File: config.mk
export PLATFORM = sky130hd
export DESIGN_NAME = challenge_gen
export DESIGN_NICKNAME = d
export VERILOG_FILES = /design/src/rtl/bcd_game_pkg.sv /design/src/rtl/lfsr8.sv /design/src/rtl/challenge_gen.sv
export SDC_FILE = /design/constraint.sdc
export NUM_CORES = 1
export LEC_CHECK = 0
export BUFFER_PORTS_ARGS = -buffer_cell sky130_fd_sc_hd__buf_4
export CAP_MARGIN = 20
export CORE_MARGIN = 8
export CORE_UTILIZATION = 35
export DETAILED_ROUTE_END_ITERATION = 10
export PLACE_DENSITY = 0.49
export SKIP_LAST_GASP = 1
export SLEW_MARGIN = 20
export SYNTH_ARGS = -nofsm -noshare
export SYNTH_HDL_FRONTEND = slang
export SYNTH_SLANG_ARGS = --single-unit
File: constraint.sdc
create_clock -name clk -period 4.1 [get_ports clk]
set_input_delay 0.205 -clock clk [delete_from_list [all_inputs] [get_ports clk]]
set_output_delay 0.205 -clock clk [all_outputs]
set_load 0.05 [all_outputs]
File: src/rtl/bcd_game_pkg.sv
// bcd_game_pkg: shared definitions for the challenge game.
//   state_t     - game FSM states
//   LFSR_TAPS   - tap mask for x^8+x^6+x^5+x^4+1 (bits 7,5,4,3)
//   ENCODE      - switch code for each challenge value, indexed by value
//   lfsr_next   - one Fibonacci shift step (shift left, feedback into bit 0)
//   is_target   - true when a nibble is a legal challenge value (1..10)
package bcd_game_pkg;

    typedef enum logic [2:0] {
        IDLE,
        PICK,
        WAIT,
        JUDGE,
        DONE
    } state_t;

    localparam logic [7:0] LFSR_TAPS = 8'b1011_1000;

    // Entries 0 and 11..15 are never looked up while judging a round.
    localparam logic [4:0] ENCODE [16] = '{
        5'b00000,  // 0 (unused)
        5'b11101,  // 1
        5'b01101,  // 2
        5'b10101,  // 3
        5'b10011,  // 4
        5'b01001,  // 5
        5'b11010,  // 6
        5'b10100,  // 7
        5'b00111,  // 8
        5'b11111,  // 9
        5'b10001,  // 10
        5'b00000,
        5'b00000,
        5'b00000,
        5'b00000,
        5'b00000
    };

    function automatic logic [7:0] lfsr_next(input logic [7:0] s);
        return {s[6:0], ^(s & LFSR_TAPS)};
    endfunction

    function automatic logic is_target(input logic [3:0] v);
        return (v >= 4'd1) && (v <= 4'd10);
    endfunction

endpackage

File: src/rtl/lfsr8.sv
// lfsr8: 8-bit Fibonacci LFSR, polynomial x^8+x^6+x^5+x^4+1.
//   clk    - clock, rising edge
//   rst_n  - asynchronous active-low reset, loads SEED
//   enable - advance one step per cycle when high
//   state  - current LFSR register contents
module lfsr8
    import bcd_game_pkg::*;
#(
    parameter logic [7:0] SEED = 8'hA5
) (
    input  logic       clk,
    input  logic       rst_n,
    input  logic       enable,
    output logic [7:0] state
);

    always_ff @(posedge clk or negedge rst_n) begin
        if (!rst_n) begin
            state <= SEED;
        end else if (enable) begin
            state <= lfsr_next(state);
        end
    end

endmodule

File: src/rtl/challenge_gen.sv
// challenge_gen: BCD reaction game. Each round picks a pseudo-random value
// 1..10 and waits for the player to submit its 5-bit switch code, or times out.
//   clk     - clock, rising edge
//   rst_n   - asynchronous active-low reset
//   start   - one-cycle pulse, begins a game from IDLE or DONE
//   submit  - one-cycle pulse, commits sw while waiting for an answer
//   sw      - player switch pattern, sampled on submit
//   target  - current challenge value, 0 when no round is active
//   hit     - one-cycle pulse, correct answer
//   miss    - one-cycle pulse, wrong answer or timeout
//   timeout - one-cycle pulse alongside miss when the round timed out
//   score   - correct answers this game
//   round   - rounds completed this game
//   busy    - a game is in progress (PICK, WAIT, JUDGE)
//   done    - game over, final score held
module challenge_gen
    import bcd_game_pkg::*;
#(
    parameter int unsigned NUM_ROUNDS  = 10,
    parameter int unsigned TIMEOUT_CYC = 100_000_000,
    parameter logic [7:0]  SEED        = 8'hA5
) (
    input  logic       clk,
    input  logic       rst_n,
    input  logic       start,
    input  logic       submit,
    input  logic [4:0] sw,
    output logic [3:0] target,
    output logic       hit,
    output logic       miss,
    output logic       timeout,
    output logic [3:0] score,
    output logic [3:0] round,
    output logic       busy,
    output logic       done
);

    localparam int unsigned    TCW      = $clog2(TIMEOUT_CYC);
    localparam logic [TCW-1:0] TC_LAST  = TCW'(TIMEOUT_CYC - 1);
    localparam logic [3:0]     ROUNDS_N = 4'(NUM_ROUNDS);

    state_t         state;
    logic [TCW-1:0] tcnt;
    logic [4:0]     answer;
    logic [7:0]     lfsr_state;
    logic           lfsr_unused;

    logic           expire;
    logic           finish_round;
    logic [3:0]     round_next;
    logic           last_round;

    lfsr8 #(
        .SEED(SEED)
    ) u_lfsr (
        .clk   (clk),
        .rst_n (rst_n),
        .enable(1'b1),
        .state (lfsr_state)
    );

    // Only the low nibble feeds the challenge; the upper bits just keep the
    // sequence long.
    assign lfsr_unused = ^lfsr_state[7:4];

    // A submit on the expiry cycle takes priority, so expiry needs !submit.
    always_comb begin
        expire       = (state == WAIT) && !submit && (tcnt == TC_LAST);
        finish_round = expire || (state == JUDGE);
        round_next   = round + 4'd1;
        last_round   = (round_next == ROUNDS_N);
    end

    always_ff @(posedge clk or negedge rst_n) begin
        if (!rst_n) begin
            state   <= IDLE;
            target  <= '0;
            score   <= '0;
            round   <= '0;
            hit     <= 1'b0;
            miss    <= 1'b0;
            timeout <= 1'b0;
            busy    <= 1'b0;
            done    <= 1'b0;
            tcnt    <= '0;
            answer  <= '0;
        end else begin
            hit     <= 1'b0;
            miss    <= 1'b0;
            timeout <= 1'b0;

            case (state)
                IDLE, DONE: begin
                    if (start) begin
                        state <= PICK;
                        score <= '0;
                        round <= '0;
                        busy  <= 1'b1;
                        done  <= 1'b0;
                    end
                end
                PICK: begin
                    // Reject nibbles outside 1..10 and retry next cycle.
                    if (is_target(lfsr_state[3:0])) begin
                        target <= lfsr_state[3:0];
                        tcnt   <= '0;
                        state  <= WAIT;
                    end
                end
                WAIT: begin
                    if (submit) begin
                        answer <= sw;
                        state  <= JUDGE;
                    end else if (expire) begin
                        miss    <= 1'b1;
                        timeout <= 1'b1;
                    end else begin
                        tcnt <= tcnt + TCW'(1);
                    end
                end
                JUDGE: begin
                    if (answer == ENCODE[target]) begin
                        hit   <= 1'b1;
                        score <= score + 4'd1;
                    end else begin
                        miss <= 1'b1;
                    end
                end
                default: state <= IDLE;
            endcase

            // Shared round-end step for both judged and timed-out rounds.
            if (finish_round) begin
                round  <= round_next;
                target <= '0;
                if (last_round) begin
                    state <= DONE;
                    busy  <= 1'b0;
                    done  <= 1'b1;
                end else begin
                    state <= PICK;
                end
            end
        end
    end

endmodule

=== Word-level counts from Yosys, hierarchy flattened ===
Memories as Yosys holds them, arrays and structs flattened.
Index checks and enable logic that the tools add are counted.

* ROM bits: 80
* Logic and storage cells: 91
* Output and inout port bits: 17
* Flip-flop bits (word level): 60
* Memories kept: 1

* Equal/unequal tests: 16
* $add $sub $neg: 3
* Bitwise gates (word level): 1
* Order comparisons: 3
* Mux-type cells: 35
* Reduce and logical (&&, ||, !) cells: 20

{| class="wikitable"
|+ Memory list
! memory !! depth !! bits a word !! rd ports !! clocked after memory_dff !! write ports !! line !! text
|-
| (no name shown) || 16 || 5 || 1 || 0 || 0 || challenge_gen.sv:122 || <nowiki>if (answer == ENCODE[target]) begin</nowiki>
|}

{| class="wikitable"
|+ Operators by type and width
! cell !! number
|-
| $mux 27 || 3
|-
| $pmux 27 s2 || 1
|-
| $mux 4 || 7
|-
| $add 27x1->27 const B || 1
|-
| $eq 27x27->1 const B || 1
|-
| $mux 3 || 5
|-
| $mux 1 || 14
|-
| $pmux 3 s4 || 1
|-
| $reduce_bool 2->1 || 6
|-
| $mux 5 || 2
|-
| $ne 2x2->1 const B || 5
|-
| $ne 3x3->1 const B || 3
|-
| $add 4x1->4 const B || 2
|-
| $pmux 4 s2 || 1
|-
| $reduce_and 4->1 || 2
|-
| $reduce_xor 8->1 || 1
|-
| $eq 3x2->1 const B || 2
|-
| $reduce_and 2->1 || 3
|-
| $eq 5x5->1 || 1
|-
| $ge 5x5->1 const B || 1
|-
| $not 4->5 || 1
|-
| $eq 4x4->1 const B || 1
|-
| $ge 4x1->1 const B || 1
|-
| $le 4x4->1 const B || 1
|-
| 10 further kinds || 12
|}

=== Depth between registers and ports, before layout ===
* Depth in word-level cells: 7
* Depth in mapped cells: 9
* Mapped depth without buffers: 8

=== Hierarchy ===
Synthesis repeated with hierarchy kept, for this count alone.

* Cells, all modules: 334
* Area total of the unflattened synthesis: 3291.9 um2

{| class="wikitable"
|+ By module, submodules not included
! module !! times used !! area each (um2) !! seq. area each (um2) !! cells an instance
|-
| challenge_gen || 1 || 2967.8 || 1301.2 || 313
|-
| lfsr8 || 1 || 324.1 || 205.2 || 21
|}

=== Worst setup path after synthesis ===
No wires, ideal clock.

* Kind: reg2reg
* From: register target[1]
* To: register score[0]
* Required time: 3.950 ns
* Cell stages (with the launch flop): 9
* Clock period less this slack: 2.481 ns
* Setup time: 0.150 ns
* Arrival time: 2.331 ns
* Path slack: 1.619 ns
* Cell sequence: dfrtp_1 > inv_1 > ha_1 > mux2_1 > o21ai_1 > xnor2_1 > nor4_2 > nand3_2 > mux2i_1

* Cells in the longest elaborated chain, start to end: 7

{| class="wikitable"
|+ RTL lines
! what !! line !! text
|-
| from (decl) || challenge_gen.sv:28 || <nowiki>output logic [3:0] target,</nowiki>
|-
| from (signal assigned) || challenge_gen.sv:105 || <nowiki>target <= lfsr_state[3:0];</nowiki>
|-
| $not 4->5 (implied by the code) || challenge_gen.sv:122 ||
|-
| $mem_v2 16x5 || - ||
|-
| $mux 5 (implied by the code) (2 in series) || challenge_gen.sv:122 ||
|-
| $eq 5x5->1 || challenge_gen.sv:122 ||
|-
| $ne 2x1->1 (no source line) || - ||
|-
| $reduce_and 3->1 (no source line) || - ||
|-
| to (signal assigned) || challenge_gen.sv:124 || <nowiki>score <= score + 4'd1;</nowiki>
|-
| to (decl) || challenge_gen.sv:32 || <nowiki>output logic [3:0] score,</nowiki>
|}

Every way passes these cells. The select of a mux whose other input is x is not followed.
A chain may end at the register's enable or synchronous reset.

=== Worst setup path in the final report ===
* From: register tcnt[0]
* To: register tcnt[23]

* Cells in the longest elaborated chain, start to end: 4
* Elaborated cells on any way between the ends: 8
* Those cells by class: 1 x add/sub; 2 x eq/ne; 3 x mux; 2 x reduce/logical

{| class="wikitable"
|+ RTL lines
! what !! line !! text
|-
| from (decl) || challenge_gen.sv:43 || <nowiki>logic [TCW-1:0] tcnt;</nowiki>
|-
| from (signal assigned) || challenge_gen.sv:118 || <nowiki>tcnt <= tcnt + TCW'(1);</nowiki>
|-
| $add 27x1->27 or $eq 27x27->1 (tied branches) || challenge_gen.sv:118, challenge_gen.sv:68 ||
|-
| $mux 27 or $logic_and 1x1->1 (tied branches) || challenge_gen.sv:114, challenge_gen.sv:68 ||
|-
| $mux 27 or $ne 2x2->1 (tied branches) || - ||
|-
| $pmux 27 s2 or $reduce_and 4->1 (tied branches) || - ||
|}

Parallel ways exist; a longest one is shown, timed or not. The select of a mux whose other input is x is not followed.

==> results.md <==
- Clk_lat worst skew: about 0.34 ns
- Rel. slew slack: 45.9%
- Final period utilization: 61.3%
- DP HPWL: 4.58 mm
- Final WL: 6.76 mm
- Layout cells sized above 1: 17.2%
- Drt drc: 0
- Endpoint class of the critical path: register
- Sequential area share after synthesis: 48.8%
- Synth top cells by count: dfrtp_1, nor2_1, nand2_1, nand3_1, xnor2_1
- Status: finished, final reports clean
- DR vias: 2288
- Die height: 110 um
- Netlist cell types: 48
- Combinational Power Share: 4.0%
- Mapped Nets: 330
- Die area: 12100 um2
- Placed cell count: 435
- PortBufs: 25
- Placed inst area: 3360 um2
- IO Count: 26
- Die width: around 110 um
- Syn Std Cell Area: approximately 3000 um2
- Reg power frac: 48.5%
- Skew final: around 0.011 ns
- Ys flop type: dfrtp_1
- Pint: ~0.97 mW
- WS Path Type: reg -> reg
- Multi-input logic area: 1490 um2
- Filler cells: 863
- Inserted Diodes: 0
- EDFF count, synth: 0
- Setup violators final: 0
- Synth async-reset ratio: 100%
- Worst hold path class: in -> reg
- DR vias/cell: roughly 5.1
- Clock share of power: 47.6%
- Fmax: 398 MHz
- Root Buffer: clkbuf_8
- Maxcap violations: 0
- Synth Warn #: 0
- Final Cell Area: 3590 um2
- Average routed wire per standard cell: 14.9 um
- First-pass GRT wire length: 11.3 mm
- Core Region: roughly 8600 um2
- Crit-path max FO: 18
- CTS tree: done
- Clock Path Buffers: 2
- Final hold violations: 0
- RSZ-0062 raised after global routing: false
- Gpl congestion: 0.802
- Pwr dens: between 300 and 400 nW/um2
- Critical Path RT: roughly 4.3 ns
- DRT iter0 DRCs: 113
- Layout net count: 357
- Clk slew on worst S/H paths: 0.07 ns
- TritonCTS Buffers: 9
- DRT antenna net count: 0
- Vias in the first global route: ~2300
- Seq. cell area: 1510 um2
- Synthesized flop and latch total: 60
- H-tree lvl count: 3
- GRT Residual Overflow: 0
- Avg Cell Area, Syn: 9.89 um2
- Synthesized instance count: 312
- Switch share: 21.8%
- WP data arrival: 2.71 ns
- Maximum VDD drop: 0.161 mV
- Post-CTS repair timing setup buffer count: 0
- Max Slew Vio Count: 0
- Crit start category: register
- Share of the synthesized area in the top cell type: between 40% and 50%
- Final setup TNS: 0 ns
- Initial antenna violation count: 0
- Final std cells w/o fill: 452
- Period minus WS final: 2.51 ns
- Drt first pass iters: 4
- Starting Density: 35.7%
- Clock sinks: 60
- FP Rows: 34
- GRT Resource Usage Total: 12.0%
- Largest net degree at the start of global routing: 61
- Yosys top cell by area: dfrtp_1
- Leak: 1.62 nW
- Top-count cell post-synth: dfrtp_1
- Net switching power: approximately 0.27 mW
- Tightest Pin Transition: just over 0.8 ns
- Top cells by area, synth: dfrtp_1, xnor2_1, nor2_1
- Pwr Total: between 1 and 1.5 mW
- Area grow syn2layout: 16.3%
power groups by stage:
stage	clock [mW]	combinational, mW	sequential [mW]
final	0.592	0.0494	0.603
after floorplan	0	0.0127	0.625
after detailed placement	0	0.0503	0.614
after global placement	0	0.0506	0.614
after CTS	0.609	0.0512	0.603
after global routing	0.641	0.0554	0.604
cells by family after synthesis:
| family | after synthesis | synth area share (%) |
|---|---|---|
| XOR/XNOR | 32 | 9.08 |
| adder cells (fa/ha/maj) | 9 | 3.65 |
| multiplexers | 13 | 4.50 |
| flip-flops | 60 | 48.8 |
| buffers and inverters | 21 | 3.00 |
| AND/OR/NAND/NOR | 140 | 23.2 |
| AO/OA/AOI/OAI | 37 | 7.78 |
final cells by class:
| type | instances | area share [%] |
|---|---|---|
| Clock buffer | 12 | 4.04 |
| Clock inverter | 4 | 2.02 |
| Inverter | 10 | 1.05 |
| Multi-Input combinational cell | 231 | 41.4 |
| Sequential cell | 60 | 42.0 |
| Tap cell | 108 | 3.76 |
| Timing Repair Buffer | 27 | 5.72 |
layer usage:
layer	global-route usage [%]	wire (um)	up-vias
met3	3.34	278	6
met4	5.21	87	0
li1	-	-	1140
met1	15.4	3330	1112
met5	0	0	-
met2	18.5	3060	30
sequential cells by signal, summed over array words and instances, names as in the netlist:
signal        flops
target            4
score             4
hit               1
state             3
busy              1
u_lfsr.state      8
answer            5
timeout           1
miss              1
tcnt             27
round             4
done              1
worst paths after layout:
check                                           from                         to  slack, ns  depth (start not counted)
max reg2reg                      tcnt[0]$_DFFE_PN0P_       tcnt[23]$_DFFE_PN0P_       1.59                          7
max in group asynchronous                      rst_n        tcnt[8]$_DFFE_PN0P_       3.11                          2
min in group asynchronous                      rst_n  u_lfsr.state[6]$_DFF_PN0_       0.48                          2
max                              tcnt[0]$_DFFE_PN0P_       tcnt[23]$_DFFE_PN0P_       1.59                          7
min                                            sw[2]      answer[2]$_DFFE_PN0P_        0.1                          2
min reg2reg                u_lfsr.state[6]$_DFF_PN0_  u_lfsr.state[7]$_DFF_PN1_       0.36                          0
worst max-delay path, stage by stage, from the launching register on:
cell	delay (ns)
dfrtp_1	0.42
ha_1	0.25
nand2_1	0.09
or3_1	0.44
o31ai_4	0.75
a211oi_1	0.19
xnor2_1	0.18
nor2_1	0.05
stage by stage:
step / hold slack (ns) / setup slack (ns) / util (%)
2_1_floorplan: -0.0906 / 1.62 / -
3_3_place_gp: 0.334 / 1.67 / 38.9
3_5_place_dp: 0.337 / 1.58 / 38.9
4_1_cts: 0.0881 / 1.58 / 41.6
5_1_grt: 0.0801 / 1.36 / 41.6
6_report: 0.0987 / 1.59 / 41.6
what timing repair did:
action	4_1_cts	5_1_grt
endpoints found under the hold margin	56	0
hold buffers	1	0
endpoints found under the setup margin	0	0
resized for setup	0	0
cells in the final DEF, fill, tap and decap left out, drive strengths merged, types with 2 or more instances in the layout:
| cell | Yosys | routed |
|---|---|---|
| or3b | 2 | 2 |
| nand3b | 3 | 3 |
| nand2 | 32 | 32 |
| xnor2 | 18 | 18 |
| nand4 | 13 | 13 |
| mux2 | 7 | 7 |
| nor2 | 34 | 34 |
| and4 | 3 | 3 |
| nor4 | 7 | 7 |
| a21oi | 13 | 13 |
| mux2i | 6 | 6 |
| nand2b | 3 | 3 |
| buf | 6 | 26 |
| ha | 9 | 9 |
| a21o | 4 | 4 |
| o21ai | 12 | 12 |
| dfrtp | 56 | 56 |
| nor3 | 14 | 14 |
| inv | 10 | 10 |
| dfstp | 4 | 4 |
| xor2 | 14 | 14 |
| clkbuf | 5 | 12 |
| nand3 | 19 | 19 |
| bufinv | 0 | 2 |
| and2 | 2 | 2 |
| and3 | 2 | 2 |
(Power assumes the default switching activity.)
